**src/rtl/weight_fetch_if.sv**
```systemverilog
// Weight-fetch bundle: burst control, memory read port and PE-array stream.
// master = fetch engine side, slave = environment (memory + consumer + sequencer).
interface weight_fetch_if #(
  parameter int WIDTH = 64
);
  logic             start;
  logic [31:0]      base_addr;
  logic [15:0]      num_words;
  logic             busy;
  logic             done;
  logic             mem_write_en;
  logic [31:0]      mem_addr;
  logic [WIDTH-1:0] mem_data_out;
  logic             w_valid;
  logic             w_ready;
  logic [WIDTH-1:0] w_data;
  logic             w_last;

  modport master (
    input  start, base_addr, num_words,
    input  mem_data_out, w_ready,
    output busy, done, mem_write_en, mem_addr,
    output w_valid, w_data, w_last
  );

  modport slave (
    output start, base_addr, num_words,
    output mem_data_out, w_ready,
    input  busy, done, mem_write_en, mem_addr,
    input  w_valid, w_data, w_last
  );
endinterface

```
**src/rtl/weight_fetch.sv**
```systemverilog
// Burst read engine: weight RAM -> small FIFO -> valid/ready stream to PEs.
// Optional WFETCH_BYTE_SWAP_EN byte-reverses each word at FIFO input.
module weight_fetch #(
  parameter int WIDTH      = 64,
  parameter int LENGTH     = 4096,
  parameter int FIFO_DEPTH = 4
) (
  input logic           clk,
  input logic           rst,
  weight_fetch_if.master bus
);

  localparam int AW = $clog2(LENGTH);
  localparam int PW = (FIFO_DEPTH > 1) ? $clog2(FIFO_DEPTH) : 1;
  localparam int CW = $clog2(FIFO_DEPTH + 1);
  localparam int OW = CW + 1;
  localparam logic [OW-1:0] DEPTH_C = OW'(FIFO_DEPTH);
  localparam logic [PW-1:0] PTR_MAX = PW'(FIFO_DEPTH - 1);

  typedef enum logic [1:0] {
    S_IDLE,
    S_FETCH,
    S_DRAIN
  } state_t;

  state_t        r_state;
  logic [AW-1:0] r_base;
  logic [15:0]   r_num;
  logic [15:0]   r_issued;
  logic          r_busy;
  logic          r_done;
  logic [31:0]   r_mem_addr;
  logic          r_issue_q;
  logic          r_issue_last_q;
  logic          r_pending;
  logic          r_pending_last;

  logic [WIDTH-1:0] r_fifo_data [FIFO_DEPTH];
  logic             r_fifo_last [FIFO_DEPTH];
  logic [PW-1:0]    r_wp;
  logic [PW-1:0]    r_rp;
  logic [CW-1:0]    r_count;

  logic             w_valid;
  logic             w_pop;
  logic [OW-1:0]    w_occ;
  logic             w_can_issue;
  logic [AW-1:0]    w_issue_addr;
  logic             w_issue_last;
  logic             w_head_last;
  logic [WIDTH-1:0] w_push_data;
  logic             w_unused;

  assign w_unused = ^bus.base_addr[31:AW];

  assign w_valid = (r_count != '0);
  assign w_pop   = w_valid & bus.w_ready;

  // Reserve a slot for every word still in the RAM pipeline.
  assign w_occ = OW'(r_count) + OW'(r_issue_q)
               + OW'(r_pending) - OW'(w_pop);
  assign w_can_issue  = (r_state == S_FETCH) && (w_occ < DEPTH_C);
  assign w_issue_addr = r_base + AW'(r_issued);
  assign w_issue_last = ((r_issued + 16'd1) == r_num);
  assign w_head_last  = r_fifo_last[r_rp];

  always_comb begin
    w_push_data = bus.mem_data_out;
`ifdef WFETCH_BYTE_SWAP_EN
    for (int i = 0; i < WIDTH / 8; i++) begin
      w_push_data[WIDTH-1-8*i -: 8] = bus.mem_data_out[8*i +: 8];
    end
`else
    w_push_data = bus.mem_data_out;
`endif
  end

  always_ff @(posedge clk or posedge rst) begin
    if (rst) begin
      r_state        <= S_IDLE;
      r_base         <= '0;
      r_num          <= '0;
      r_issued       <= '0;
      r_busy         <= 1'b0;
      r_done         <= 1'b0;
      r_mem_addr     <= '0;
      r_issue_q      <= 1'b0;
      r_issue_last_q <= 1'b0;
      r_pending      <= 1'b0;
      r_pending_last <= 1'b0;
    end else begin
      r_done         <= 1'b0;
      r_issue_q      <= 1'b0;
      r_issue_last_q <= 1'b0;
      r_pending      <= r_issue_q;
      r_pending_last <= r_issue_last_q;
      unique case (r_state)
        S_IDLE: begin
          // A start during the done pulse is still part of the old burst.
          if (bus.start && !r_done) begin
            if (bus.num_words == '0) begin
              r_done <= 1'b1;
            end else begin
              r_base         <= bus.base_addr[AW-1:0];
              r_num          <= bus.num_words;
              r_issued       <= 16'd1;
              r_mem_addr     <= 32'(bus.base_addr[AW-1:0]);
              r_issue_q      <= 1'b1;
              r_issue_last_q <= (bus.num_words == 16'd1);
              r_busy         <= 1'b1;
              r_state        <= (bus.num_words == 16'd1) ?
                                S_DRAIN : S_FETCH;
            end
          end
        end
        S_FETCH: begin
          if (w_can_issue) begin
            r_mem_addr     <= 32'(w_issue_addr);
            r_issued       <= r_issued + 16'd1;
            r_issue_q      <= 1'b1;
            r_issue_last_q <= w_issue_last;
            if (w_issue_last) r_state <= S_DRAIN;
          end
        end
        S_DRAIN: begin
          if (w_pop && w_head_last) begin
            r_state <= S_IDLE;
            r_busy  <= 1'b0;
            r_done  <= 1'b1;
          end
        end
        default: r_state <= S_IDLE;
      endcase
    end
  end

  always_ff @(posedge clk or posedge rst) begin
    if (rst) begin
      r_wp    <= '0;
      r_rp    <= '0;
      r_count <= '0;
    end else begin
      if (r_pending)
        r_wp <= (r_wp == PTR_MAX) ? '0 : r_wp + 1'b1;
      if (w_pop)
        r_rp <= (r_rp == PTR_MAX) ? '0 : r_rp + 1'b1;
      if (r_pending && !w_pop)
        r_count <= r_count + 1'b1;
      else if (!r_pending && w_pop)
        r_count <= r_count - 1'b1;
    end
  end

  always_ff @(posedge clk) begin
    if (r_pending) begin
      r_fifo_data[r_wp] <= w_push_data;
      r_fifo_last[r_wp] <= r_pending_last;
    end
  end

  assign bus.busy         = r_busy;
  assign bus.done         = r_done;
  assign bus.mem_write_en = 1'b0;
  assign bus.mem_addr     = r_mem_addr;
  assign bus.w_valid      = w_valid;
  assign bus.w_data       = w_valid ? r_fifo_data[r_rp] : '0;
  assign bus.w_last       = w_valid & w_head_last;

endmodule

```
**src/flat_wrapper.sv**
```systemverilog
// flat-port wrapper written by rule: the top's interface ports become plain ports
module weight_fetch_flat 
#(
  parameter int WIDTH      = 64,
  parameter int LENGTH     = 4096,
  parameter int FIFO_DEPTH = 4
)
  (clk, rst, bus_start, bus_base_addr, bus_num_words, bus_mem_data_out, bus_w_ready, bus_busy, bus_done, bus_mem_write_en, bus_mem_addr, bus_w_valid, bus_w_data, bus_w_last);
  weight_fetch_if #(.WIDTH(WIDTH)) bus_i ();
  input logic clk;
  input logic rst;
  input wire logic [$bits(bus_i.start)-1:0] bus_start;
  input wire logic [$bits(bus_i.base_addr)-1:0] bus_base_addr;
  input wire logic [$bits(bus_i.num_words)-1:0] bus_num_words;
  input wire logic [$bits(bus_i.mem_data_out)-1:0] bus_mem_data_out;
  input wire logic [$bits(bus_i.w_ready)-1:0] bus_w_ready;
  output wire logic [$bits(bus_i.busy)-1:0] bus_busy;
  output wire logic [$bits(bus_i.done)-1:0] bus_done;
  output wire logic [$bits(bus_i.mem_write_en)-1:0] bus_mem_write_en;
  output wire logic [$bits(bus_i.mem_addr)-1:0] bus_mem_addr;
  output wire logic [$bits(bus_i.w_valid)-1:0] bus_w_valid;
  output wire logic [$bits(bus_i.w_data)-1:0] bus_w_data;
  output wire logic [$bits(bus_i.w_last)-1:0] bus_w_last;
  assign bus_i.start = bus_start;
  assign bus_i.base_addr = bus_base_addr;
  assign bus_i.num_words = bus_num_words;
  assign bus_i.mem_data_out = bus_mem_data_out;
  assign bus_i.w_ready = bus_w_ready;
  assign bus_busy = bus_i.busy;
  assign bus_done = bus_i.done;
  assign bus_mem_write_en = bus_i.mem_write_en;
  assign bus_mem_addr = bus_i.mem_addr;
  assign bus_w_valid = bus_i.w_valid;
  assign bus_w_data = bus_i.w_data;
  assign bus_w_last = bus_i.w_last;
  weight_fetch #(.WIDTH(WIDTH), .LENGTH(LENGTH), .FIFO_DEPTH(FIFO_DEPTH)) u_core (.clk(clk), .rst(rst), .bus(bus_i));
endmodule
```
**config.mk**
```make
export PLATFORM = sky130hd
export DESIGN_NAME = weight_fetch_flat
export DESIGN_NICKNAME = d
export VERILOG_FILES = /design/src/rtl/weight_fetch_if.sv /design/src/rtl/weight_fetch.sv /design/src/flat_wrapper.sv
export SDC_FILE = /design/constraint.sdc
export NUM_CORES = 1
export LEC_CHECK = 0
export BUFFER_PORTS_ARGS = -buffer_cell sky130_fd_sc_hd__buf_2
export CAP_MARGIN = 30
export CORE_MARGIN = 2
export CORE_UTILIZATION = 45
export CTS_CLUSTER_DIAMETER = 200
export DETAILED_ROUTE_END_ITERATION = 10
export PLACE_DENSITY = 0.62
export SLEW_MARGIN = 40
export SYNTH_ARGS = -nofsm -noshare
export SYNTH_HDL_FRONTEND = slang
export SYNTH_SLANG_ARGS = --single-unit
export TNS_END_PERCENT = 50
```
**constraint.sdc**
```tcl
create_clock -name clk -period 3.8 [get_ports clk]
set_input_delay 0.76 -clock clk [delete_from_list [all_inputs] [get_ports clk]]
set_output_delay 0.76 -clock clk [all_outputs]
set_load 0.02 [all_outputs]
```
==> run metrics, run 1 <==
Worst-Skew Late Latency=510 ps; P per Cell Area=813 nW/um^2; TritonCTS Buffers=37; synthesis-stage register bit count=331; antenna violations before repair=3; worst endpoint data arrival time=3760 ps; main combinational cell family by area after synthesis=multiplexers; initial DRC count=534; first-pass GRT wire length=46.5 mm; Max stage delay on crit path=520 ps; clk sink count=331; Initial DRT Pass Iterations=5; crit start category=flip-flop; top cells by area in the synthesized netlist=edfxtp_1 (55%), dfrtp_1 (13%), mux4_2 (10%); leakage=6.39 nW; num ports=217; post-synthesis adder-cell area fraction=0.0222; CTS tree=done; fmax=roughly 300 MHz; DRC=0; gpl congestion=approximately 0.79; Vias/cell=~5.3; EDFF count, synth=260; Compound-Gate Fraction of Synth Area=0.0462; row count=64; FF-to-FF End=u_core.r_issued[4]$_DFFE_PP0P_; CTS resizes=0; Final Cycle Share=0.877; crit path kind=flip-flop to flip-flop; drt wl/cell=19.2 um; Fin. Hold Viols=0; Core ar.=a little over 30,000 um^2; Post-DRT Antenna Nets=0; IO buf count=175; min-delay worst type=input port to asynchronous set/reset pin; filler instances=around 2.5k; die width=between 150 and 200 um; clock root cell=clkbuf_16; Setup crit end=u_core.r_issued[4]$_DFFE_PP0P_; worst IR drop on VDD=390 uV; RSZ-0062 raised after global routing=no; cts hold-fix bufs=0; post-synth top area cell=edfxtp_1; Vias=8,098; Final Critical Period=3330 ps; Routed WL=29.4 mm; Worst R2R Setup Slack=470 ps; H-Tree Depth=2; Slew @ Worst Pin=703 ps; CTS max path bufs=3; placed cells=1,466; CP Depth=11; die area=32,900 um^2; initial cell density of the core=0.460; Mapped Avg Cell Area=15.5 um^2; vias in the first global route=8,383; portion of netlist area occupied by mux cells=0.108; most common flop cell mapped by yosys=edfxtp_1; top-area cell type share of the netlist area=0.551; Layout Nets=about 1.2k; critical path required time=4230 ps; # setup viols final=0; area delta synth->final=18.3%; postcts setup bufs=0; critical path peak fanout=9; clk_skew=11.0 ps; Crit path max-delay family=simple AND/OR/NAND/NOR gates; Distinct cells, synth=58; Worst-path clk slew=60 ps; synthesized cell area=14,200 um^2; cell with the most instances after synthesis=edfxtp_1; Slew Viols, Final=0; status=complete, no violations; fraction of layout cells with a size suffix above 1=0.303; crit-path cells=or3_2 > nand2_1 > ha_1 > inv_1 > ha_1 > a21o_1 > a21o_1 > mux2_2 > nand2_1 > or3_2 > o21ai_0; max-cap viol count=0; chip height=181 um; gr usage total=0.180; Syn Inst Count=913; CP bufs+invs=1; sequential cell area fraction in the yosys report=0.676; GR Overflow Total=0; synth warn=0; RR Startpoint=u_core.r_count[0]$_DFFE_PP0N_; Simple-Gate Fraction of Synth Area=0.0985; DP HPWL=between 15 and 20 mm; worst-case reg-to-reg path depth=11; ys async rst share=0.215; Slew Limit Headroom=0.532; Pwr Total=around 14 mW; XOR/XNOR share of the synthesized area=0.0207; final cell count without fillers=1,533; CP startpoint=u_core.r_count[0]$_DFFE_PP0N_; final setup TNS=0 ps; CP max-delay cell=or3_2; largest net degree at the start of global routing=68; Crit. End Element=flip-flop; top cells by count, synth=edfxtp_1 (260), nand2_1 (109), and2_1 (72)
[routing by layer]
metal	track usage	wire length (um)
met1	0.239	12800
met3	0.0361	1580
met5	0	42
met2	0.306	14500
met4	0.0462	449
[area by class of cell]
cell class,instances,area [um^2],share of cell area
sequential,331,9590,0.572
multi-input combinational,522,4290,0.256
timing repair buffer,196,1080,0.0646
clock buffer,47,1040,0.0618
tap,396,495,0.0295
clock inverter,19,194,0.0116
inverter,21,80.1,0.00477
antenna,1,2.50,0.000149
[cell families (layout without fill, tap and decap cells)]
family | Yosys count | count (layout)
multiplexers | 72 | 72
flip-flops | 331 | 331
other | 1 | 22
adder cells (fa/ha/maj) | 24 | 24
XOR/XNOR | 32 | 32
AND/OR/NAND/NOR | 270 | 270
AO/OA/AOI/OAI | 103 | 103
buffers and inverters | 80 | 283
[worst min path at each step]
stage	endpoint	cells after the start
after floorplan	u_core.r_pending_last$_DFF_PP0_	0
after global placement	u_core.r_pending_last$_DFF_PP0_	0
after detailed placement	u_core.r_pending_last$_DFF_PP0_	0
after CTS	u_core.r_pending_last$_DFF_PP0_	0
after global routing	u_core.bus.busy$_DFFE_PP0P_	2
final	u_core.bus.busy$_DFFE_PP0P_	2
[report_power, final]
part	total, mW	leakage [nW]	internal, mW	switching (mW)
clock	3.55	0.599	2.15	1.40
sequential	5.05	3.25	4.65	0.401
combinational	5.04	2.54	2.13	2.91
total	13.6	6.39	8.93	4.71
[state kept, by name, summed over array words and instances, names as in the netlist, 2 cells and up]
name and cells:
u_core.r_fifo_data 256, u_core.r_issued 16, u_core.r_wp 2, u_core.r_num 16, u_core.r_fifo_last 4, u_core.r_rp 2
u_core.r_base 12, u_core.bus.mem_addr 12, u_core.r_count 3, u_core.r_state 2
[worst reg2reg max path, stage by stage, from the launching register on]
cell	delay (ps)
dfrtp_1	440
or3_2	500
nand2_1	170
ha_1	310
inv_1	80
ha_1	220
a21o_1	170
a21o_1	190
mux2_2	290
nand2_1	260
or3_2	520
o21ai_0	90
[layout by cell type (no fill, tap or decap), types with 8 or more instances in the layout]
cell	n
a21oi_1	21
conb_1	21
mux4_2	65
buf_4	17
xor2_1	10
nor2_1	22
and2_1	68
inv_1	20
buf_2	175
a21o_1	8
nor3_1	16
o21ai_0	35
edfxtp_1	260
clkbuf_16	39
nand4_1	8
dfrtp_1	69
a31oi_1	8
ha_1	22
nand2_1	109
xnor2_1	21
[metrics by stage]
stage                     hold slack (ps)  instance area [um^2]  setup WS (ps)  utilization
after floorplan                       331                 14300            747            -
after global placement                337                 15500            487        0.502
after detailed placement              347                 15500            466        0.504
after CTS                             359                 16800            462        0.544
after global routing                  359                 16800            198        0.544
final                                 323                 16800            468        0.544
No activity file was read; power rests on OpenSTA's default activity.
==> inputs of run 2 (changes only) <==
--- a/config.mk
+++ b/config.mk
@@ -7,6 +7,7 @@
 export LEC_CHECK = 0
 export BUFFER_PORTS_ARGS = -buffer_cell sky130_fd_sc_hd__buf_2
 export CAP_MARGIN = 30
+export CORE_ASPECT_RATIO = 0.6
 export CORE_MARGIN = 2
 export CORE_UTILIZATION = 45
 export CTS_CLUSTER_DIAMETER = 200
==> run 2 against run 1 <==
Against the previous run: routed wire length up 5.5%; setup slack worse by 81 ps; via count up 1.9%; clock power down 6.2%; critical path type is now flip-flop to primary output; highest routed layer unchanged.
==> run metrics, run 2 (synthesis results as in run 1) <==
final setup TNS=0 ps (unchanged); worst endpoint data arrival time=2650 ps (-1110 ps); antenna violations before repair=5 (+2); DP HPWL=20.5 mm (+9.6%); met2 wire len=13.5 mm (-6.5%); leakage=6.34 nW (-0.84%); Regs by FF count=u_core.r_fifo_data x256, u_core.r_issued x16, u_core.r_num x16; Final Critical Period=3410 ps (+80.6 ps); initial DRC count=560 (+4.9%); critical path peak fanout=30 (+21); Most flops, register=u_core.r_fifo_data; GR Overflow Total=0 (unchanged); TritonCTS Buffers=31 (-16%); Worst-Skew Late Latency=570 ps (+60 ps); P per Cell Area=812 nW/um^2 (-0.19%); RR Startpoint=u_core.r_count[0]$_DFFE_PP0N_; Routed WL=31.0 mm (+5.5%); min-delay worst type=input port to asynchronous set/reset pin; CTS max path bufs=3 (unchanged); Slew Limit Headroom=0.550 (+0.0190); filler instances=2,540 (+0.36%); Layout Nets=1,243 (-0.48%); fmax=293 MHz (-2.4%); Post-DRT Antenna Nets=0 (unchanged); Vias/cell=5.33 (+0.96%); drt wl/cell=20.0 um (+4.5%); fraction of layout cells with a size suffix above 1=0.293 (-0.0103); RSZ-0062 raised after global routing=no; Slew Viols, Final=0 (unchanged); Vias=8,250 (+1.9%); DRC=0 (unchanged); Worst-path clk slew=70 ps (about the same); most frequent cells in the layout=edfxtp_1 (260), buf_2 (175), nand2_1 (109); gpl congestion=0.829 (+4.4%); clk sink count=331 (unchanged); Fin. Hold Viols=0 (unchanged); commonest non-fill, non-tap cell in the layout=edfxtp_1; Initial DRT Pass Iterations=5 (unchanged); clk_skew=16.1 ps (+5.14 ps); highest layer used for signal routing=met5; chip height=141 um (-22%); Slew @ Worst Pin=668 ps (-34.6 ps); crit path kind=flip-flop to primary output; worst IR drop on VDD=395 uV (+1.4%); Crit. End Element=primary output; postcts setup bufs=0 (unchanged); area delta synth->final=17.9%; max-cap viol count=0 (unchanged); # setup viols final=0 (unchanged); CTS tree=done; Worst R2R Setup Slack=500 ps (+30 ps); Largest register FFs=256 (unchanged); crit start category=flip-flop; Core ar.=31,100 um^2 (+0.85%); Design Area, Final=16,700 um^2 (-0.31%); worst hold margin=250 ps (-72.8 ps); DP Area=15,600 um^2 (+0.53%); die width=233 um (+28%); metal3 WL=1.99 mm (+26%); met1 WL=14.8 mm (+15%); status=complete, no violations; die area=33,000 um^2 (+0.14%); initial cell density of the core=0.456 (-0.00389); cts hold-fix bufs=0 (unchanged); row count=50 (-22%); clock root cell=clkbuf_16; num ports=217 (unchanged); CP startpoint=u_core.r_rp[0]$_DFFE_PP0P_; IO buf count=175 (unchanged); gr usage total=0.190 (+0.00940); largest net degree at the start of global routing=68 (unchanged); first-pass GRT wire length=47.7 mm (+2.5%); CTS resizes=0 (unchanged); vias in the first global route=8,174 (-2.5%); critical path required time=3040 ps (-1190 ps); Final Cycle Share=0.898 (+0.0212); H-Tree Depth=1 (-1)
run 2: cell type report:
class,instances,area [um^2],share of cell area
clock inverters,17,258,0.0154
diodes,3,7.51,0.000449
repair buffers,196,1140,0.0682
clock buffers,41,833,0.0498
well taps,416,520,0.0311
multi-input cells,522,4290,0.257
inverters,21,80.1,0.00479
flip-flops and latches,331,9590,0.573
run 2: stage by stage:
stage	power, mW	setup WS, ps	instances	utilization
after floorplan	8.62	747	933	-
after global placement	10.2	561	1481	0.499
after detailed placement	10.4	513	1486	0.502
after CTS	13.7	293	1544	0.538
after global routing	14.4	205	1545	0.538
final	13.6	388	1547	0.538
run 2: path summary, 6_finish.rpt:
path | endpoint | cells past startpoint
max in group asynchronous | u_core.r_rp[0]$_DFFE_PP0P_ | 3
min in group clk | u_core.r_pending_last$_DFF_PP0_ | 0
worst min-delay path | u_core.r_issued[1]$_DFFE_PP0P_ | 2
worst max register to register | u_core.r_issued[4]$_DFFE_PP0P_ | 11
worst max-delay path | bus_w_data[58] | 4
worst min register to register | u_core.r_pending_last$_DFF_PP0_ | 0
run 2: worst max-delay path, stage by stage, from the launching register on:
cell and delay [ps]:
dfrtp_4 840, buf_12 320, mux4_2 530, and2_1 200, buf_2 160
run 2: power by group:
| group | switching, mW | leakage [nW] | internal (mW) |
|---|---|---|---|
| Sequential | 0.444 | 3.25 | 4.65 |
| Combinational | 2.95 | 2.55 | 2.20 |
| Clock | 1.32 | 0.529 | 2.01 |
run 2: routing by layer:
layer	GRT usage	up-vias
li1	-	3792
met1	0.290	4167
met2	0.273	239
met3	0.0464	50
met4	0.0466	2
met5	0	-
